File: config.mk
export PLATFORM = sky130hd
export DESIGN_NAME = noc_flit_receiver
export DESIGN_NICKNAME = d
export VERILOG_FILES = /design/src/rtl/noc_flit_receiver.sv
export SDC_FILE = /design/constraint.sdc
export NUM_CORES = 1
export LEC_CHECK = 0
export BUFFER_PORTS_ARGS = -buffer_cell sky130_fd_sc_hd__buf_2
export CORE_MARGIN = 2
export CORE_UTILIZATION = 60
export CTS_CLUSTER_DIAMETER = 60
export DETAILED_ROUTE_END_ITERATION = 6
export GPL_ROUTABILITY_DRIVEN = 0
export GPL_TIMING_DRIVEN = 0
export PLACE_DENSITY = 0.79
export SLEW_MARGIN = 20
export SYNTH_ARGS = -nofsm -noshare
export SYNTH_HDL_FRONTEND = slang
export SYNTH_SLANG_ARGS = --single-unit
File: constraint.sdc
create_clock -name clk -period 8.5 [get_ports clk]
set_input_delay 0.425 -clock clk [delete_from_list [all_inputs] [get_ports clk]]
set_output_delay 0.425 -clock clk [all_outputs]
set_load 0.03 [all_outputs]
File: src/rtl/noc_flit_receiver.sv
// rtl/noc_flit_receiver.sv - NoC endpoint receiver: per-VC flit buffers, credit return, packet-locked round-robin output
//
// Ports:
//   clk, rst          rising-edge clock, synchronous active-high reset
//   flit_in           {valid, tail, dest, vc, data} from the upstream router
//   credit_out        {valid, vc}, one buffer slot freed, returned one cycle after a pop
//   recv_port_id      this endpoint's address, static after reset
//   out_valid/ready   handshake to the local consumer; pop = out_valid && out_ready
//   out_data/vc/tail  fields of the presented head flit
//   overflow_err      sticky: flit dropped (full VC or out-of-range vc)
//   misroute_err      sticky: flit dest did not match recv_port_id (flit still kept)
//   flit_count        (NOC_RECV_STATS_EN only) pops, wraps at 2^32
//   pkt_count         (NOC_RECV_STATS_EN only) tail pops, wraps at 2^32
//
// Build option: define NOC_RECV_STATS_EN to add flit_count/pkt_count.

module noc_flit_receiver #(
   parameter  int NUM_VCS         = 2,
   parameter  int FLIT_DATA_WIDTH = 32,
   parameter  int DEST_BITS       = 2,
   parameter  int BUFFER_DEPTH    = 4,
   localparam int VC_BITS         = (NUM_VCS > 1) ? $clog2(NUM_VCS) : 1,
   localparam int FW              = 2 + DEST_BITS + VC_BITS + FLIT_DATA_WIDTH
) (
   input  logic                       clk,
   input  logic                       rst,
   input  logic [FW-1:0]              flit_in,
   output logic [VC_BITS:0]           credit_out,
   input  logic [DEST_BITS-1:0]       recv_port_id,
   output logic                       out_valid,
   input  logic                       out_ready,
   output logic [FLIT_DATA_WIDTH-1:0] out_data,
   output logic [VC_BITS-1:0]         out_vc,
   output logic                       out_tail,
   output logic                       overflow_err,
   output logic                       misroute_err
`ifdef NOC_RECV_STATS_EN
   ,
   output logic [31:0]                flit_count,
   output logic [31:0]                pkt_count
`endif
);

   localparam int PTR_BITS = $clog2(BUFFER_DEPTH);
   localparam int CNT_BITS = $clog2(BUFFER_DEPTH + 1);

   typedef enum logic {IDLE = 1'b0, LOCKED = 1'b1} state_t;

   logic                       in_valid;
   logic                       in_tail;
   logic [DEST_BITS-1:0]       in_dest;
   logic [VC_BITS-1:0]         in_vc;
   logic [FLIT_DATA_WIDTH-1:0] in_data;

   assign {in_valid, in_tail, in_dest, in_vc, in_data} = flit_in;

   // Each entry stores {tail, data}.
   logic [FLIT_DATA_WIDTH:0] mem    [NUM_VCS][BUFFER_DEPTH];
   logic [PTR_BITS-1:0]      wr_ptr [NUM_VCS];
   logic [PTR_BITS-1:0]      rd_ptr [NUM_VCS];
   logic [CNT_BITS-1:0]      count  [NUM_VCS];

   state_t               state;
   logic [VC_BITS-1:0]   lock_vc;
   logic [VC_BITS-1:0]   rr_ptr;
   logic [VC_BITS-1:0]   sel_vc;
   logic                 sel_found;
   logic                 pop;
   logic                 vc_ok;
   logic                 ovf_now;
   logic                 misroute_now;
   logic [NUM_VCS-1:0]   wr_en;
   logic [NUM_VCS-1:0]   pop_en;

   assign vc_ok        = 32'(in_vc) < NUM_VCS;
   assign misroute_now = in_valid && (in_dest != recv_port_id);

   // Head selection. In IDLE scan VCs starting at rr_ptr; in LOCKED only the
   // locked VC may be shown so a packet is never interleaved with another.
   always_comb begin
      logic [VC_BITS-1:0] cand;
      sel_found = 1'b0;
      sel_vc    = '0;
      cand      = '0;
      if (state == LOCKED) begin
         sel_vc    = lock_vc;
         sel_found = (count[lock_vc] != '0);
      end else begin
         for (int i = 0; i < NUM_VCS; i++) begin
            cand = VC_BITS'((int'(rr_ptr) + i) % NUM_VCS);
            if (!sel_found && count[cand] != '0) begin
               sel_found = 1'b1;
               sel_vc    = cand;
            end
         end
      end
   end

   assign out_valid           = sel_found;
   assign out_vc              = sel_vc;
   assign {out_tail, out_data} = mem[sel_vc][rd_ptr[sel_vc]];
   assign pop                 = sel_found && out_ready;

   // A full VC still accepts a write when it is popped in the same cycle.
   always_comb begin
      wr_en   = '0;
      pop_en  = '0;
      ovf_now = 1'b0;
      if (pop) pop_en[sel_vc] = 1'b1;
      if (in_valid && vc_ok) begin
         if (count[in_vc] != CNT_BITS'(BUFFER_DEPTH) || pop_en[in_vc])
            wr_en[in_vc] = 1'b1;
         else
            ovf_now = 1'b1;
      end else if (in_valid) begin
         ovf_now = 1'b1;
      end
   end

   always_ff @(posedge clk) begin
      if (|wr_en)
         mem[in_vc][wr_ptr[in_vc]] <= {in_tail, in_data};
   end

   always_ff @(posedge clk) begin
      if (rst) begin
         for (int v = 0; v < NUM_VCS; v++) begin
            wr_ptr[v] <= '0;
            rd_ptr[v] <= '0;
            count[v]  <= '0;
         end
      end else begin
         for (int v = 0; v < NUM_VCS; v++) begin
            if (wr_en[v])  wr_ptr[v] <= wr_ptr[v] + PTR_BITS'(1);
            if (pop_en[v]) rd_ptr[v] <= rd_ptr[v] + PTR_BITS'(1);
            count[v] <= count[v] + CNT_BITS'(wr_en[v]) - CNT_BITS'(pop_en[v]);
         end
      end
   end

   // Selector FSM, credit return, error flags and statistics.
   always_ff @(posedge clk) begin
      if (rst) begin
         state        <= IDLE;
         lock_vc      <= '0;
         rr_ptr       <= '0;
         credit_out   <= '0;
         overflow_err <= 1'b0;
         misroute_err <= 1'b0;
`ifdef NOC_RECV_STATS_EN
         flit_count   <= '0;
         pkt_count    <= '0;
`endif
      end else begin
         credit_out <= pop ? {1'b1, sel_vc} : '0;
         if (ovf_now)      overflow_err <= 1'b1;
         if (misroute_now) misroute_err <= 1'b1;
         if (pop) begin
            // Next arbitration starts just after the VC that was served.
            rr_ptr <= (sel_vc == VC_BITS'(NUM_VCS - 1)) ? '0 : sel_vc + VC_BITS'(1);
            if (out_tail) begin
               state <= IDLE;
            end else begin
               state   <= LOCKED;
               lock_vc <= sel_vc;
            end
`ifdef NOC_RECV_STATS_EN
            flit_count <= flit_count + 32'd1;
            if (out_tail) pkt_count <= pkt_count + 32'd1;
`endif
         end
      end
   end

endmodule

==> results.md, run 1 <==
* Outcome: finished, final reports clean
* RSZ-0062 raised after global routing: no
* Post-synth net total at 792
* Worst slew pin tran at 954.6 ps
* Compound-gate portion of the synthesized area at 0.07100
* ANT nets after route at 0
* Initial antenna violation count at 2
* Final setup vio count at 0
* Total of max-cap violations at 0
* Max Fanout on Critical Path at 10
* Tightest Hold Check Type: in2reg
* Post-synth EDFFs at between 200 and 300
* Worst EP arrival at 3870 ps
* DP HPWL at 15810 um
* Asr flop ratio synth at 0
* First-pass GRT wire length at 37870 um
* Core area at 18830 sq um
* Io pins at 81
* Number of cells on the worst reg-to-reg path at 9
* Drt via density at 5.923
* GRT Total Usage at 0.2470
* Tmin final at approximately 4300 ps
* Kind of critical path: reg2out
* Reg area at 8468 sq um
* Util after Layout at 0.7155
* Clock Root Buffer: clkbuf_16
* DRC violations left at 0
* Multi-input gate area at 2988 sq um
* Critical path launch point type: flop
* Post_cts resized at 0
* Final Cycle Share at 0.5053
* Grt ovf at 0
* GR Layer Usage met2 at 0.4213
* Post-CTS Setup Bufs at 0
* Predominant post-synthesis flop cell: edfxtp_1
* Clk buf depth at 3
* Nets at 917
* Crit end category: output pin
* Sequential area share after synthesis at 0.7292
* CTS tree: yes
* Total Neg Setup Slack at 0 ps
* Slew margin rel. at 0.3636
* Clk_lat worst skew at 550 ps
* Post-Synth Simple-Gate Area at 0.04773
* Die X at ~140 um
* Pwr dens at 359.4 nW/um^2
* Fill count at 1187
* Met1 Resource Use GR at 0.3338
* Routed wire length per instance at 21.59 um
* Post-synthesis cell area at 11610 sq um
* Number of global-route vias before repair at 6887
* Mux share of post-synthesis cell area at 0.1200
* Final hold viol count at 0
* Yosys warnings at 0
* WHS Path Cells at 1
* CTS buffer count at 28
* Post-synth top area share at 0.7033
* Mean Syn Cell Area at roughly 16 sq um
* Largest family of logic cells by synthesized area: multiplexers
* Top cells by area, synth: edfxtp_1 70%, mux2_2 6.4%, mux2i_1 5.6%
* Reg clk slew, reported paths at 60 ps
* H-tree depth at 1
* Most numerous cell in the Yosys netlist: edfxtp_1
* Die ar. at just over 20000 sq um
* Layout cell share with drive strength beyond 1 at 0.2379
* Leak pwr at 0.004609 uW
* Flops & latches, synth at 287
* Area Overhead vs Synth at 16.02%
* Skew final at 13.56 ps
* Initial core utilization at 0.6167
* Fin. max-slew vios at 0
* TritonRoute pass-1 iters at 7
* Post-Synthesis Cells at 744
* Final Total Pwr at 4843 uW
* Worst IR drop on VDD at ~0.29 mV
* Cell taking the most area after synthesis: edfxtp_1
* Adder-cell share of the synthesized area at 0.007757
* Netlist cell types at 41
* Met3 GRT Util at 0.03152
* Max Fclk at 232.8 MHz
* CP Data Required Time at roughly 8100 ps
* Synth Area in XOR/XNOR at 0.006033
* Commonest cells in the netlist: 272 x edfxtp_1, 66 x mux2_2, 65 x mux2i_1, 55 x nor2_1, 42 x nand2_1
* # port buffers at 80
* Cell row count at 50
* Clk sinks at 287
* Die Span Y at between 100 and 150 um
* Largest net degree at the start of global routing at 21
* Via count at 6835
* Starting DRT DRC Count at around 670
* Grt peak-use layer: met2
* Hold-fix buffers, CTS at 0
* Post-Route WL at 24910 um
==> cells by family (layout without fill, tap and decap cells) <==
| kind of cell | after synthesis | count (layout) |
|---|---|---|
| DFF | 287 | 287 |
| AOI/OAI and AO/OA | 130 | 130 |
| xor gates and xnor gates | 8 | 8 |
| other | 0 | 3 |
| adders and majority gates | 6 | 6 |
| buffers and inverters | 55 | 202 |
| and+or+nand+nor | 127 | 127 |
| muxes | 131 | 131 |
==> registers in the layout, indices dropped and copies added, names as in the netlist, named ones only <==
| signal | count |
|---|---|
| count | 6 |
| state | 1 |
| wr_ptr | 4 |
| rr_ptr | 1 |
| misroute_err | 1 |
| rd_ptr | 4 |
| lock_vc | 1 |
| credit_out | 2 |
| overflow_err | 1 |
| mem | 264 |
==> worst paths after layout <==
check | from | endpoint | slack (ps)
setup / recovery | count[1][1] | out_data[15] | 4200
hold / removal | flit_in[18] | mem[1][51] | 150
setup reg to reg | count[1][1] | mem[0][114] | 4510
hold reg to reg | misroute_err | misroute_err | 480
==> cell usage in the layout, fill, tap and decap left out, drive strengths merged, types with 4 or more instances in the layout <==
cell	instances
a2111oi	4
a21oi	40
buf	101
clkbuf	69
clkinv	15
dfxtp	15
edfxtp	272
ha	4
inv	15
mux2	66
mux2i	65
nand2	42
nand2b	6
nor2	55
nor2b	5
nor3	9
o211ai	34
o21ai	37
xnor2	6
==> per-stage QoR <==
step	hold slack (ps)	area (sq um)	std cells	worst slack [ps]
after CTS	129.6	13470	1151	4218
final	146.9	13470	1154	4205
after floorplan	496.6	11610	744	3810
after global routing	142.8	13470	1152	4007
after global placement	454.1	12340	1084	1406
after detailed placement	471.7	12650	1099	4588
==> final cells by class <==
type	instances	area share
Sequential cell	287	0.6285
Multi-Input combinational cell	402	0.2217
Clock buffer	35	0.05395
Timing Repair Buffer	95	0.04875
Tap cell	260	0.02414
Buffer	40	0.01161
Clock inverter	17	0.006593
Inverter	15	0.004179
Antenna cell	3	0.0005572
==> routing by layer <==
layer	part of all wire	wire length, um
met4	0.023	563
met5	0	0
met2	0.49	12310
met1	0.41	10250
met3	0.072	1793
==> report_power, final <==
group	switching, uW	internal, uW	total [uW]
Combinational	1420	637	2050
Clock	503	604	1110
Sequential	41.6	1640	1680
==> worst max-delay path, stage by stage (launching register included) <==
cell       delay [ps]
dfxtp_1           370
nor3_1            670
a2111oi_4         160
nor2_1            530
clkbuf_1          430
clkbuf_1          560
o211ai_1          160
o21ai_0           180
buf_2             270
Note: power is estimated with default switching activity, not from simulation.
==> run 2: changes to the inputs <==
==> constraint.sdc (replaced) <==
create_clock -name clk -period 4.3 [get_ports clk]
set_input_delay 0.215 -clock clk [delete_from_list [all_inputs] [get_ports clk]]
set_output_delay 0.215 -clock clk [all_outputs]
set_load 0.03 [all_outputs]
==> run 2 against run 1 <==
Net effect:
- sequential share of layout area down 1.7 points
- utilization increased by 2.0 points
- worst hold slack got worse by 120 ps
- flip-flop and latch count stayed put
- critical path type unchanged
- first-iteration DRC count down 12%
- count of clock-buffer cells in the layout is 4 higher
- register-to-register slack got worse by 4100 ps
- critical endpoint is now out_data[21]
- setup slack got worse by 3900 ps
- routed wire length is 5.9% higher
- non-clock buffer count is 31 higher
- critical path depth is the same
- sequential power rose by 98%
==> results.md, run 2 (same netlist as run 1, synthesis figures left out) <==
* Outcome: finished, final reports clean (unchanged)
* Core area at 18830 sq um (unchanged)
* Worst slew pin tran at 998.4 ps (was 954.6 ps)
* First-pass GRT wire length at 40010 um (was 37870 um)
* Most common cell after layout, fill and taps aside: edfxtp_1 (unchanged)
* Io pins at 81 (unchanged)
* Tightest Hold Check Type: in2reg (unchanged)
* Final Total Pwr at 9774 uW (was 4843 uW)
* Routed wire length per instance at 22.32 um (was 21.59 um)
* Die Span Y at 143.1 um (unchanged)
* Max reg flops at 264 (unchanged)
* Number of global-route vias before repair at 7245 (was 6887)
* # port buffers at 80 (unchanged)
* Most frequent cells in the layout: 272 x edfxtp_1, 85 x buf_2, 66 x mux2_2 (unchanged)
* Clk sinks at 287 (unchanged)
* DRC violations left at 0 (unchanged)
* Hold slack at 29.07 ps (was 146.9 ps)
* CP Data Required Time at 4090 ps (was 8080 ps)
* Grt ovf at 0 (unchanged)
* Initial core utilization at 0.6167 (unchanged)
* Fin. max-slew vios at 0 (unchanged)
* DP HPWL at 16140 um (was 15810 um)
* Layout cell share with drive strength beyond 1 at 0.2334 (was 0.2379)
* Reg area at 8468 sq um (unchanged)
* GRT Total Usage at 0.2614 (was 0.2470)
* Nets at 949 (was 917)
* Clk buf depth at 3 (unchanged)
* Fill count at 1142 (was 1187)
* Multi-input gate area at 3010 sq um (was 2988 sq um)
* Via count at 7000 (was 6835)
* Slew margin rel. at 0.3315 (was 0.3636)
* Crit end category: output pin (unchanged)
* ANT nets after route at 0 (unchanged)
* Cell row count at 50 (unchanged)
* Skew final at 14.20 ps (was 13.56 ps)
* Final hold viol count at 0 (unchanged)
* RSZ-0062 raised after global routing: no (unchanged)
* Initial antenna violation count at 1 (was 2)
* Critical path launch point type: flop (unchanged)
* Kind of critical path: reg2out (unchanged)
* Max Fanout on Critical Path at 10 (unchanged)
* TritonRoute pass-1 iters at 5 (was 7)
* CTS buffer count at 29 (was 28)
* Die X at 143.1 um (unchanged)
* Drt via density at 5.922 (was 5.923)
* Largest net degree at the start of global routing at 22 (was 21)
* Pwr dens at 705.8 nW/um^2 (was 359.4 nW/um^2)
* Leak pwr at 0.004761 uW (was 0.004609 uW)
* Clock Root Buffer: clkbuf_16 (unchanged)
* Worst EP arrival at 3780 ps (was 3870 ps)
* Worst IR drop on VDD at 0.5120 mV (was 0.2855 mV)
* Total of max-cap violations at 0 (unchanged)
* Max Fclk at 250.3 MHz
* Final Cycle Share at 0.9291
* Starting DRT DRC Count at 587 (was 666)
* Die ar. at 20480 sq um (unchanged)
* Area Overhead vs Synth at 19.24% (was 16.02%)
* Final setup vio count at 0 (unchanged)
* CTS tree: yes (unchanged)
* Reg clk slew, reported paths at 60 ps (about the same)
* Clk_lat worst skew at 540 ps (was 550 ps)
* Tmin final at about 4000 ps
* Post-Route WL at 26380 um (was 24910 um)
* H-tree depth at 1 (unchanged)
* Util after Layout at 0.7354 (was 0.7155)
[run 2: cell count changes in the layout (fill, tap and decap cells not counted), sizes merged]
| cell | before | now |
|---|---|---|
| clkbuf | 69 | 73 |
| bufinv | 0 | 1 |
| clkinv | 15 | 8 |
| diode | 3 | 1 |
| buf | 101 | 97 |
| clkinvlp | 2 | 1 |
| dlygate4sd3 | 0 | 35 |
| inv | 15 | 17 |
[run 2: final timing paths]
check / cells after the start / slack, ps / startpoint / endpoint
worst max-delay path: 8 / 300 / count[0][1] / out_data[21]
worst min-delay path: 5 / 30 / flit_in[33] / misroute_err
worst max register to register: 13 / 460 / count[0][1] / count[0][2]
worst min register to register: 2 / 470 / misroute_err / misroute_err
[run 2: power breakdown]
| group | switching [uW] | internal (uW) |
|---|---|---|
| logic | 2850 | 1290 |
| registers | 88.4 | 3240 |
| clock network | 1000 | 1300 |
[run 2: final cells by class]
cell class	instances	area share
Inverter	15	0.004066
Multi-Input combinational cell	402	0.2174
Antenna cell	1	0.0001807
Clock buffer	39	0.05511
Timing Repair Buffer	126	0.07002
Buffer	40	0.01138
Clock inverter	12	0.006867
Tap cell	260	0.02349
Sequential cell	287	0.6115
[run 2: worst max-delay path, stage by stage, from the launching register on]
cell and delay, ps:
dfxtp_1 390, or4_4 580, a2111oi_0 460, a211o_1 250
buf_2 260, clkbuf_1 590, a21oi_1 170, o21ai_0 280
buf_2 260
[run 2: per-stage QoR]
| step | cell area (sq um) | TNS, ps | cells | setup slack [ps] |
|---|---|---|---|---|
| finish | 13850 | 0 | 1182 | 304.8 |
| global route | 13850 | 0 | 1182 | 119.5 |
| CTS | 13830 | 0 | 1181 | 165.9 |
| detailed placement | 12630 | 0 | 1095 | 524.8 |
| global placement | 12350 | -260530 | 1084 | -1076 |
| floorplan | 11620 | 0 | 744 | 484.8 |
[run 2: repair_timing]
action / 4_1_cts / 5_1_grt
endpoints found under the hold margin: 268 / 0
buffers inserted: 0 / 0
hold buffers: 35 / 0
setup endpoints to repair: 0 / 23
resized for setup: 0 / 4
[run 2: layer usage]
layer  vias up  track usage  routed length, um
li1       3155            -                  -
met1      3436       0.3544              10280
met2       360       0.4432              13160
met3        49      0.04158               2391
met4         0      0.07504                549
met5         -            0                  0
==> run 3: changes to the inputs <==
--- a/config.mk
+++ b/config.mk
@@ -10,9 +10,8 @@
 export CORE_UTILIZATION = 60
 export CTS_CLUSTER_DIAMETER = 60
 export DETAILED_ROUTE_END_ITERATION = 6
-export GPL_ROUTABILITY_DRIVEN = 0
-export GPL_TIMING_DRIVEN = 0
 export PLACE_DENSITY = 0.79
+export RECOVER_POWER = 50
 export SLEW_MARGIN = 20
 export SYNTH_ARGS = -nofsm -noshare
 export SYNTH_HDL_FRONTEND = slang
==> run 3 against run 2 <==
Net effect:
- worst hold slack better by 4.2 ps
- critical endpoint is now out_data[14]
- final cell count is 2.8% lower
- maximum frequency is 1.3% higher
- utilization is 1.2 points lower
- largest cell class unchanged
==> results.md, run 3 (same netlist as run 1, synthesis figures left out) <==
* Outcome: finished, final reports clean (unchanged)
* Fin. max-slew vios at 0 (unchanged)
* Kind of critical path: reg2out (unchanged)
* Clk_lat worst skew at 540 ps (about the same)
* Clk buf depth at 3 (unchanged)
* TritonRoute pass-1 iters at 5 (unchanged)
* DRC violations left at 0 (unchanged)
* Final Cycle Share at 0.9172 (was 0.9291)
* Most common cell after layout, fill and taps aside: edfxtp_1 (unchanged)
* Setup WS post-layout at 355.9 ps (was 304.8 ps)
* Critical path launch point type: flop (unchanged)
* WHS Path Cells at 5 (unchanged)
* GRT Total Usage at 0.2279 (was 0.2614)
* Io pins at 81 (unchanged)
* Routed wire length per instance at 19.78 um (was 22.32 um)
* Skew final at 10.08 ps (was 14.20 ps)
* Initial antenna violation count at 1 (unchanged)
* Pwr dens at 695.1 nW/um^2 (was 705.8 nW/um^2)
* Starting DRT DRC Count at 566 (was 587)
* First-pass GRT wire length at 35930 um (was 40010 um)
* Nets at 914 (was 949)
* Via count at 6753 (was 7000)
* RSZ-0062 raised after global routing: no (unchanged)
* Total Neg Setup Slack at 0 ps (unchanged)
* Crit end category: output pin (unchanged)
* CP Data Required Time at 4090 ps (about the same)
* Number of cells on the worst reg-to-reg path at 13 (unchanged)
* Reg clk slew, reported paths at 60 ps (about the same)
* Tmin final at 3944 ps (was 3995 ps)
* Max reg flops at 264 (unchanged)
* Worst IR drop on VDD at 0.4956 mV (was 0.5120 mV)
* ANT nets after route at 0 (unchanged)
* Leak pwr at 0.004593 uW (was 0.004761 uW)
* Worst slew pin tran at 1089 ps (was 998.4 ps)
* Final hold viol count at 0 (unchanged)
* Total of max-cap violations at 0 (unchanged)
* Internal Power at 5843 uW (was 5834 uW)
* Hold-fix buffers, CTS at 34 (was 35)
* Seq pwr share at 0.356 (was 0.341)
* Worst EP arrival at 3730 ps (was 3780 ps)
* Drt via density at 5.877 (was 5.922)
* Area Overhead vs Synth at 17.32% (was 19.24%)
* Layout cell share with drive strength beyond 1 at 0.1937 (was 0.2334)
* CTS buffer count at 28 (was 29)
* Grt ovf at 0 (unchanged)
* Cell row count at 50 (unchanged)
* # port buffers at 80 (unchanged)
* Die Span Y at 143.1 um (unchanged)
* Logic gate share of total power at 0.400 (was 0.423)
* Tightest Hold Check Type: in2reg (unchanged)
* Most frequent cells in the layout: 272 x edfxtp_1, 66 x mux2_2, 65 x mux2i_1 (was 272 x edfxtp_1, 85 x buf_2, 66 x mux2_2)
* Core area at 18830 sq um (unchanged)
* CTS tree: yes (unchanged)
* Clk sinks at 287 (unchanged)
* Slew margin rel. at 0.2716 (was 0.3315)
* Clock power frac at 0.244 (was 0.236)
* RePlAce Congestion at 0.8785
* Post_cts resized at 0 (unchanged)
* H-tree depth at 1 (unchanged)
* Die ar. at 20480 sq um (unchanged)
* Max Fclk at 253.5 MHz (was 250.3 MHz)
* Clock Root Buffer: clkbuf_16 (unchanged)
* DP HPWL at 13040 um (was 16140 um)
* Initial core utilization at 0.6167 (unchanged)
* Max Fanout on Critical Path at 43 (was 10)
* Sw frac at 0.3831 (was 0.4031)
* Post-Route WL at 22720 um (was 26380 um)
* Largest net degree at the start of global routing at 69 (was 22)
* Fin cells at 1149 (was 1182)
* Placed insts at 1062 (was 1095)
* Number of global-route vias before repair at 6835 (was 7245)
* Switching Power at 3628 uW (was 3940 uW)
* Final setup vio count at 0 (unchanged)
* Die X at 143.1 um (unchanged)
* Post-CTS Setup Bufs at 0 (unchanged)
* Pre-CTS WS at 660.5 ps (was 524.8 ps)
-- run 3: cell types whose count changed in the layout (fill, tap and decap cells not counted), moves of 2 or more --
cell / before / now
buf_2: 85 / 40
buf_4: 0 / 10
clkbuf_1: 43 / 48
clkinv_1: 2 / 7
buf_16: 3 / 0
buf_8: 3 / 0
buf_12: 4 / 6
nor3_1: 5 / 7
nor3_2: 2 / 0
-- run 3: path summary, 6_finish.rpt --
kind	from	to	slack, ps
max	count[0][1]	out_data[14]	360
min	flit_in[33]	misroute_err	30
max reg2reg	count[0][1]	count[1][2]	590
min reg2reg	misroute_err	misroute_err	470
-- run 3: layer usage --
metal	track usage	vias up	wire length (um)
met3	0.03890	46	1406
met2	0.3828	251	11300
met1	0.3035	3365	9485
li1	-	3091	-
met5	0	-	0
met4	0.08077	0	529
-- run 3: cell type report --
type	count	area, sq um
multi-input combinational	402	3005
fill	1155	5205
timing repair buffer	132	894.6
sequential	287	8468
antenna	1	2.502
inverter	15	56.30
tap	260	325.3
clock buffer	36	752.0
clock inverter	16	121.4
-- run 3: metrics by stage --
stage	hold WS, ps	instance area (sq um)	total power [uW]	util
2_1_floorplan	286.6	11620	6125	-
3_3_place_gp	454.8	12480	7104	0.6626
3_5_place_dp	456.8	12480	7190	0.6626
4_1_cts	23.08	13690	9532	0.7270
5_1_grt	48.27	13630	9906	0.7236
6_report	33.31	13630	9471	0.7236
-- run 3: power by group through the flow --
stage	clock, uW	sequential [uW]	combinational (uW)
after floorplan	0	3380	2740
after global placement	0	3410	3690
after detailed placement	0	3430	3760
after CTS	2340	3370	3820
after global routing	2440	3390	4070
final	2310	3370	3790
-- run 3: critical path, stage by stage (launching register included) --
cell and delay, ps:
dfxtp_1 380, or4_1 640, a2111oi_0 570, a211o_4 480
buf_4 410, nor2_1 130, a21oi_1 170, o21ai_0 130
buf_2 250
